File: config.mk
export PLATFORM = sky130hd
export DESIGN_NAME = home_room_ctrl
export DESIGN_NICKNAME = d
export VERILOG_FILES = /design/src/rtl/home_room_ctrl.sv
export SDC_FILE = /design/constraint.sdc
export NUM_CORES = 1
export LEC_CHECK = 0
export CORE_ASPECT_RATIO = 1.5
export CORE_MARGIN = 5
export CORE_UTILIZATION = 53
export CTS_BUF_LIST = sky130_fd_sc_hd__clkbuf_8 sky130_fd_sc_hd__clkbuf_16
export DETAILED_ROUTE_END_ITERATION = 12
export MAX_ROUTING_LAYER = met4
export PLACE_DENSITY = 0.83
export SYNTH_ARGS = -nofsm -noshare
export SYNTH_HDL_FRONTEND = slang
export SYNTH_SLANG_ARGS = --single-unit
File: constraint.sdc
create_clock -name clock -period 7.2 [get_ports clock]
set_input_delay 1.44 -clock clock [delete_from_list [all_inputs] [get_ports clock]]
set_output_delay 1.44 -clock clock [all_outputs]
set_load 0.01 [all_outputs]
File: src/rtl/home_room_ctrl.sv
// Room light/door state controller: takes one command at a time, redraws the changed icon(s), then strobes an audio code.
// Latency: accept edge to aud_valid is 3 cycles minimum (APPLY, DRAW, DONE); the DRAW time depends on the drawer; an all-lock draws every room.
// Backpressure: cmd_ready is high only in IDLE, and the source holds cmd_valid/clear_req until accepted; draw_req stays high until draw_done.
module home_room_ctrl #(
    parameter int NUM_ROOMS = 5,
    parameter int ROOM_W    = 4,
    parameter int X_W       = 8,
    parameter int Y_W       = 7,
    parameter int AUD_W     = 4,
    parameter int X0        = 8,
    parameter int PITCH_X   = 28,
    parameter int Y_LIGHT   = 30,
    parameter int Y_DOOR    = 70
) (
    input  logic                 clock,
    input  logic                 resetn,
    input  logic                 cmd_valid,
    output logic                 cmd_ready,
    input  logic [ROOM_W-1:0]    cmd_room,
    input  logic                 cmd_funct,
    input  logic                 cmd_on,
    input  logic                 cmd_all_lock,
    input  logic                 clear_req,
    output logic                 draw_req,
    output logic [X_W-1:0]       draw_x,
    output logic [Y_W-1:0]       draw_y,
    output logic [2:0]           draw_colour,
    output logic                 draw_clear,
    input  logic                 draw_done,
    output logic                 aud_valid,
    output logic [AUD_W-1:0]     aud_code,
    output logic [NUM_ROOMS-1:0] light_state,
    output logic [NUM_ROOMS-1:0] door_state
);

    typedef enum logic [2:0] {
        IDLE  = 3'd0,
        APPLY = 3'd1,
        DRAW  = 3'd2,
        NEXT  = 3'd3,
        DONE  = 3'd4,
        CLEAR = 3'd5
    } state_t;

    typedef struct packed {
        logic [ROOM_W-1:0] room;
        logic              funct;
        logic              on;
        logic              all_lock;
    } cmd_t;

    localparam logic [AUD_W-1:0] AUD_LIGHT_ON  = AUD_W'(0);
    localparam logic [AUD_W-1:0] AUD_LIGHT_OFF = AUD_W'(1);
    localparam logic [AUD_W-1:0] AUD_DOOR_LOCK = AUD_W'(2);
    localparam logic [AUD_W-1:0] AUD_DOOR_OPEN = AUD_W'(3);
    localparam logic [AUD_W-1:0] AUD_ALL_LOCK  = AUD_W'(4);
    localparam logic [AUD_W-1:0] AUD_ERROR     = AUD_W'(5);

    localparam logic [2:0] COL_LIGHT_ON  = 3'b110;
    localparam logic [2:0] COL_LIGHT_OFF = 3'b000;
    localparam logic [2:0] COL_DOOR_LOCK = 3'b100;
    localparam logic [2:0] COL_DOOR_OPEN = 3'b010;

    localparam logic [ROOM_W-1:0] LAST_ROOM = ROOM_W'(NUM_ROOMS - 1);

    state_t                state_q,    state_d;
    cmd_t                  cmd_q,      cmd_d;
    logic [ROOM_W-1:0]     cnt_q,      cnt_d;
    logic [NUM_ROOMS-1:0]  light_q,    light_d;
    logic [NUM_ROOMS-1:0]  door_q,     door_d;
    logic [AUD_W-1:0]      aud_code_q, aud_code_d;

    logic                  room_bad;
    logic [ROOM_W-1:0]     draw_room;

    function automatic logic [AUD_W-1:0] single_code(input cmd_t c);
        if (c.funct) begin
            return c.on ? AUD_LIGHT_ON : AUD_LIGHT_OFF;
        end
        return c.on ? AUD_DOOR_LOCK : AUD_DOOR_OPEN;
    endfunction

    assign room_bad = 32'(cmd_q.room) >= 32'(NUM_ROOMS);

    always_comb begin
        state_d    = state_q;
        cmd_d      = cmd_q;
        cnt_d      = cnt_q;
        light_d    = light_q;
        door_d     = door_q;
        aud_code_d = aud_code_q;

        case (state_q)
            IDLE: begin
                // Clear wins over a simultaneous command; the command stays pending.
                if (clear_req) begin
                    state_d = CLEAR;
                end else if (cmd_valid) begin
                    cmd_d.room     = cmd_room;
                    cmd_d.funct    = cmd_funct;
                    cmd_d.on       = cmd_on;
                    cmd_d.all_lock = cmd_all_lock;
                    state_d        = APPLY;
                end
            end
            APPLY: begin
                if (cmd_q.all_lock) begin
                    door_d  = '1;
                    cnt_d   = '0;
                    state_d = DRAW;
                end else if (room_bad) begin
                    aud_code_d = AUD_ERROR;
                    state_d    = DONE;
                end else begin
                    for (int i = 0; i < NUM_ROOMS; i++) begin
                        if (cmd_q.room == ROOM_W'(i)) begin
                            if (cmd_q.funct) begin
                                light_d[i] = cmd_q.on;
                            end else begin
                                door_d[i] = cmd_q.on;
                            end
                        end
                    end
                    state_d = DRAW;
                end
            end
            DRAW: begin
                if (draw_done) begin
                    if (cmd_q.all_lock) begin
                        state_d = NEXT;
                    end else begin
                        aud_code_d = single_code(cmd_q);
                        state_d    = DONE;
                    end
                end
            end
            NEXT: begin
                cnt_d = cnt_q + 1'b1;
                if (cnt_q == LAST_ROOM) begin
                    aud_code_d = AUD_ALL_LOCK;
                    state_d    = DONE;
                end else begin
                    state_d = DRAW;
                end
            end
            DONE: begin
                state_d = IDLE;
            end
            CLEAR: begin
                if (draw_done) begin
                    light_d = '0;
                    door_d  = '0;
                    state_d = IDLE;
                end
            end
            default: begin
                state_d = IDLE;
            end
        endcase
    end

    assign draw_room = cmd_q.all_lock ? cnt_q : cmd_q.room;

    always_comb begin
        cmd_ready   = (state_q == IDLE);
        draw_req    = (state_q == DRAW) || (state_q == CLEAR);
        draw_clear  = (state_q == CLEAR);
        aud_valid   = (state_q == DONE);
        draw_x      = '0;
        draw_y      = '0;
        draw_colour = 3'b000;
        // Coordinates are only driven while drawing an icon; a clear draws from the origin.
        if (state_q == DRAW) begin
            draw_x = X_W'(32'(X0) + 32'(draw_room) * 32'(PITCH_X));
            if (!cmd_q.all_lock && cmd_q.funct) begin
                draw_y      = Y_W'(Y_LIGHT);
                draw_colour = cmd_q.on ? COL_LIGHT_ON : COL_LIGHT_OFF;
            end else begin
                draw_y      = Y_W'(Y_DOOR);
                draw_colour = (cmd_q.all_lock || cmd_q.on) ? COL_DOOR_LOCK : COL_DOOR_OPEN;
            end
        end
    end

    assign aud_code    = aud_code_q;
    assign light_state = light_q;
    assign door_state  = door_q;

    always_ff @(posedge clock or negedge resetn) begin
        if (!resetn) begin
            state_q    <= IDLE;
            cmd_q      <= '0;
            cnt_q      <= '0;
            light_q    <= '0;
            door_q     <= '0;
            aud_code_q <= '0;
        end else begin
            state_q    <= state_d;
            cmd_q      <= cmd_d;
            cnt_q      <= cnt_d;
            light_q    <= light_d;
            door_q     <= door_d;
            aud_code_q <= aud_code_d;
        end
    end

endmodule

==> reports/qor.csv, run 1 <==
metric;value;unit
htreeDepth;1;
holdBufCountCts;0;
start_util;55.7;%
detailedPlace.worstSlack;1.96;ns
drtPass1Iterations;4;
globalplace.congestion;0.839;
synth.avg_cell_area;9.80;um^2
slew_violations;0;
path_cells;mux2i_1 > inv_1 > fa_1 > ha_1 > fa_1 > nand3_1 > nor2_1 > xor3_1 > and2_1 > clkdlybuf4s50_1;
port_buffers;41;
gr-total-overflow;0;
power_density;522;nW/um^2
dr_total_vias;1546;
drt_iter0_drc;41;
cp.required;5.76;ns
setup.worst_path.end_class;output pin;
drtAntennaViolNets;0;
cts.path.max_buffers;2;
worstSetupPathType;reg -> out;
max_stage_delay;0.67;ns
die_x;59.2;um
layout-drive-gt1-share;10.4;%
critPathBufInv;2;
grt_pass1_wl;7690;um
worst_setup_path_start_kind;register;
cts_sinks;27;
leakagePower;1.00;nW
rsz0062_at_grt;no;
fmax;180;MHz
final-setup-viol-count;0;
finalWirelength;4370;um
cts-root-buf;clkbuf_8;
top_layer;met4;
fp-row-count;26;
async_reset_ff_share;100;%
fillers;311;
status;finished clean;
wl_per_cell;16.0;um
drt-vias-per-instance;5.66;
hold_viol_final;0;
fin_crit_sh;77.0;%
clkLatencyLatePin;0.27;ns
route.met3.wl;179;um
yosys_warnings;0;
path_max_fanout;14;
syn-cell-area;1920;um^2
layout_common_cells;clkdlybuf4s50_1 (41), dfrtp_1 (27), inv_1 (15);
final_nets;255;
cpMostUsedCell;fa_1;
die_area;4950;um^2
maxCapViolations;0;
path_clk_slew;0.09;ns
layout_setup_ws;1.66;ns
ctsResizeCount;0;
slew_headroom;61.1;%
dr_wl_met2;2350;um
finClkSkew;0.00578;ns
grt_max_degree;28;
drc;0;
final_common_cell;clkdlybuf4s50_1;
ys_ff_latch;27;
yosysSeqAreaShare;35.2;%
die_y;83.7;um
crit_family;adder cells;
setup-tns-final;0;ns
cts_tree;yes;
grt_antenna_before_repair;0;
synth_edf_count;0;
tightest_slew;0.584;ns
period_minus_slack;5.54;ns
ir_worst_vdd;0.380;mV
core-area;3450;um^2
crit_slowest_cell;dfrtp_1;
syn_inst;196;
synth.distinct_cells;46;
grt_pass1_vias;1673;
synth-main-ff-cell;dfrtp_1;
boundaryPins;48;
track_usage;20.1;%
area_growth;21.9;%
wl_met1;1790;um
hold_class;reg -> reg;
hpwl;3430;um
cts-buffers-inserted;3;
num_antenna_cells;0;
cts_setup_buffers;0;
crit_arrival;4.10;ns
==> cell usage after synthesis (2+ instances only) <==
cell type   n  area share (%)
ha_1        7             4.6
o21bai_1    2            0.78
a21oi_1    10             2.6
fa_1        4             4.2
o21ai_0    12             3.1
a31oi_1     2            0.65
o211ai_1    2            0.78
nor2b_1     7             2.3
nand2_1    10             2.0
buf_2       4             1.0
nand2b_1    6             2.0
xor2_1      4             1.8
dfrtp_1    27              35
and3_1      2            0.65
nor2_1      9             1.8
buf_4       9             3.5
buf_6       2             1.2
mux2i_1     2             1.0
o21a_1      2            0.78
a22o_1      9             4.1
mux2_2     14             8.2
nand3_1     6             1.6
nor3_1      6             1.6
or3_1       3            0.98
inv_1      14             2.7
==> area by class of cell <==
type                       count  area [um^2]  share of cell area [%]
clock buffer                   3         41.3                    1.76
clock inverter                 1         3.75                   0.160
inverter                      14         52.6                    2.24
multi-input combinational    144         1100                    46.9
sequential                    27          676                    28.9
tap                           42         52.6                    2.24
timing repair buffer          42          418                    17.9
==> registers in the layout, indices dropped and copies added, names as in the netlist <==
register / flops
state_q: 3
door_state: 5
aud_code: 3
light_state: 5
cmd_q: 7
cnt_q: 4
==> final timing paths <==
| path | start | endpoint | slack (ns) | depth (start not counted) |
|---|---|---|---|---|
| min reg2reg | light_state[3]$_DFFE_PN0P_ | light_state[3]$_DFFE_PN0P_ | 0.51 | 1 |
| max in group asynchronous | resetn | light_state[2]$_DFFE_PN0P_ | 5.41 | 2 |
| min | light_state[3]$_DFFE_PN0P_ | light_state[3]$_DFFE_PN0P_ | 0.51 | 1 |
| max reg2reg | state_q[1]$_DFFE_PN0P_ | door_state[0]$_DFFE_PN0P_ | 5.26 | 4 |
| min in group asynchronous | resetn | cnt_q[3]$_DFFE_PN0P_ | 1.52 | 2 |
| max | cmd_q[0]$_DFFE_PN0P_ | draw_x[7] | 1.66 | 10 |
==> stage by stage <==
stage	cells	power, mW	hold WS [ns]	instance area [um^2]	utilization (%)
global placement	269	1.10	0.488	2300	66.6
CTS	273	1.23	0.513	2340	67.9
global route	273	1.33	0.528	2340	67.9
detailed placement	269	1.14	0.485	2300	66.6
finish	273	1.22	0.509	2340	67.9
floorplan	201	0.880	0.513	1940	-
==> routing by layer <==
metal	vias to the layer above	global-route usage (%)
met5	-	-
met4	0	6.80
met3	5	2.48
met2	45	34.0
met1	750	24.1
li1	746	-
==> worst reg2reg max path: stages, from the launching register on <==
cell and delay, ns:
dfrtp_1 0.60, nor2b_1 0.43, nand3_1 0.25, a21oi_1 0.21, mux2_2 0.35
==> logic make-up (layout without fill, tap and decap cells) <==
group / after synthesis / count (layout) / share of synthesized area [%]
compound gates: 47 / 47 / 16.9
xor+xnor: 6 / 6 / 3.52
fa+ha+maj: 11 / 11 / 8.73
buf+inv: 30 / 60 / 8.66
flops: 27 / 27 / 35.2
mux: 16 / 16 / 9.25
other cells: 1 / 6 / 0.195
simple gates: 58 / 58 / 17.5
==> power breakdown <==
group / total, mW / switching, mW / internal [mW] / leakage (nW)
sequential: 0.334 / 0.116 / 0.218 / 0.330
clock: 0.0846 / 0.0464 / 0.0383 / 0.0269
combinational: 0.802 / 0.378 / 0.424 / 0.643
total: 1.22 / 0.540 / 0.681 / 1.00
Note: power is estimated with default switching activity, not from simulation.
==> run 2, diff against run 1 <==
--- a/config.mk
+++ b/config.mk
@@ -7,11 +7,11 @@
 export LEC_CHECK = 0
 export CORE_ASPECT_RATIO = 1.5
 export CORE_MARGIN = 5
-export CORE_UTILIZATION = 53
+export CORE_UTILIZATION = 49
 export CTS_BUF_LIST = sky130_fd_sc_hd__clkbuf_8 sky130_fd_sc_hd__clkbuf_16
 export DETAILED_ROUTE_END_ITERATION = 12
 export MAX_ROUTING_LAYER = met4
-export PLACE_DENSITY = 0.83
+export PLACE_DENSITY = 0.78
 export SYNTH_ARGS = -nofsm -noshare
 export SYNTH_HDL_FRONTEND = slang
 export SYNTH_SLANG_ARGS = --single-unit
==> constraint.sdc (replaced) <==
create_clock -name clock -period 5.1 [get_ports clock]
set_input_delay 1.02 -clock clock [delete_from_list [all_inputs] [get_ports clock]]
set_output_delay 1.02 -clock clock [all_outputs]
set_load 0.01 [all_outputs]
==> run 2 against run 1 <==
Effect of this change:
- sequential cell count stayed put
- clock skew is 0.0010 ns lower
- first-iteration DRC count is 59% higher
- clock power is 37% higher
- worst setup slack worse by 1.4 ns
- critical path type unchanged
- die area is 7.0% higher
- core utilization is 7.5 points lower
- highest routed layer unchanged
- sequential share of layout area is 0.054 points lower
- via count is 1.0% lower
- final area is 0.37% higher
- sequential power is 40% higher
- critical path depth stayed put
==> reports/qor.csv, run 2 (synthesis results as in run 1) <==
metric;value;unit
status;finished clean;
area_growth;22.3;%
globalplace.congestion;0.814;
dr_wl_met2;2170;um
boundaryPins;48;
final-setup-viol-count;0;
slew_headroom;62.6;%
layout_common_cells;clkdlybuf4s50_1 (41), dfrtp_1 (26), inv_1 (15);
finClkSkew;0.00477;ns
rsz0062_at_grt;no;
grt_antenna_before_repair;0;
fin_crit_sh;94.3;%
cts-root-buf;clkbuf_8;
path_cells;mux2i_2 > inv_1 > fa_1 > ha_1 > fa_1 > nand3_1 > nor2_1 > xor3_1 > and2_1 > clkdlybuf4s50_1;
wl_per_cell;15.2;um
grt_pass1_vias;1569;
maxCapViolations;0;
start_util;49.4;%
die_y;86.7;um
layout-drive-gt1-share;11.3;%
path_clk_slew;0.09;ns
drt_iter0_drc;65;
cts_tree;yes;
worstSetupPathType;reg -> out;
wl_met1;1810;um
port_buffers;41;
holdBufCountCts;0;
path_max_fanout;14;
top_layer;met4;
grt_pass1_wl;7180;um
track_usage;18.1;%
route.met3.wl;163;um
power.total;1.71;mW
setup.worst_path.end_class;output pin;
finalWirelength;4210;um
setup-tns-final;0;ns
hold_class;reg -> reg;
drc;0;
top_register;cmd_q;
die_x;61.1;um
final_util;60.4;%
cp.required;4.08;ns
largest_reg_flops;7;
cts-buffers-inserted;3;
num_antenna_cells;0;
hold_viol_final;0;
final_common_cell;clkdlybuf4s50_1;
power_density;728;nW/um^2
numPlacedInstances;272;
stdcell_count;276;
period_minus_slack;4.81;ns
worst_setup_path_start_kind;register;
hpwl;3240;um
gr-total-overflow;0;
cpMostUsedCell;fa_1;
htreeDepth;1;
crit_family;adder cells;
fp-row-count;28;
grt_max_degree;28;
hold_ws;0.506;ns
drtPass1Iterations;4;
crit_arrival;3.79;ns
crit_slowest_cell;dfrtp_2;
slew_violations;0;
tightest_slew;0.561;ns
die_area;5300;um^2
cts.path.max_buffers;2;
dr_total_vias;1530;
drt-vias-per-instance;5.54;
drtAntennaViolNets;0;
fmax;208;MHz
final_nets;255;
critPathBufInv;2;
cts_sinks;27;
clkLatencyLatePin;0.27;ns
ir_worst_vdd;0.430;mV
leakagePower;0.998;nW
core-area;3890;um^2
max_stage_delay;0.54;ns
[run 2: changes by cell type in the layout (fill, tap and decap cells not counted)]
cell / previous run / this run
dfrtp_1: 27 / 26
dfrtp_2: 0 / 1
mux2i_1: 2 / 1
mux2i_2: 0 / 1
[run 2: cell type report]
| type | instances | area (um^2) |
|---|---|---|
| flip-flops and latches | 27 | 677 |
| clock inverters | 1 | 3.75 |
| well taps | 45 | 56.3 |
| repair buffers | 42 | 418 |
| multi-input cells | 144 | 1100 |
| clock buffers | 3 | 41.3 |
| fillers | 348 | 1540 |
| inverters | 14 | 52.6 |
[run 2: through the flow]
stage / instance area (um^2) / setup slack, ns
4_1_cts: 2340 / 0.0431
2_1_floorplan: 1940 / 1.01
3_5_place_dp: 2300 / 0.340
3_3_place_gp: 2300 / 0.476
6_report: 2350 / 0.291
5_1_grt: 2350 / 0.0988
[run 2: path summary, 6_finish.rpt]
check | from | endpoint | slack, ns | depth (start not counted)
max | cmd_q[0]$_DFFE_PN0P_ | draw_x[7] | 0.29 | 10
min | aud_code[2]$_DFFE_PN0P_ | aud_code[2]$_DFFE_PN0P_ | 0.51 | 1
max reg2reg | state_q[0]$_DFFE_PN0P_ | door_state[1]$_DFFE_PN0P_ | 3.12 | 4
min reg2reg | aud_code[2]$_DFFE_PN0P_ | aud_code[2]$_DFFE_PN0P_ | 0.51 | 1
max in group asynchronous | resetn | cmd_q[0]$_DFFE_PN0P_ | 3.70 | 2
min in group asynchronous | resetn | aud_code[0]$_DFFE_PN0P_ | 1.12 | 2
[run 2: layer usage]
metal	vias up	track usage [%]
met4	0	5.72
met2	41	29.4
met5	-	-
li1	747	-
met1	736	23.0
met3	6	2.53
[run 2: timing repair]
action,CTS,global route
buffers inserted,0,0
gates resized for setup,0,2
hold endpoints to repair,0,0
endpoints found under the setup margin,0,1
[run 2: power by group]
| part | total [mW] | switching, mW | internal [mW] |
|---|---|---|---|
| sequential | 0.469 | 0.160 | 0.309 |
| combinational | 1.13 | 0.526 | 0.599 |
| clock | 0.116 | 0.0625 | 0.0538 |
[run 2: worst reg2reg max path, delay by kind of cell, from the launching register on]
family	cells	cell delay [ns]
AO/OA/AOI/OAI	1	0.20
multiplexers	1	0.35
AND/OR/NAND/NOR	2	0.71
flip-flops	1	0.62
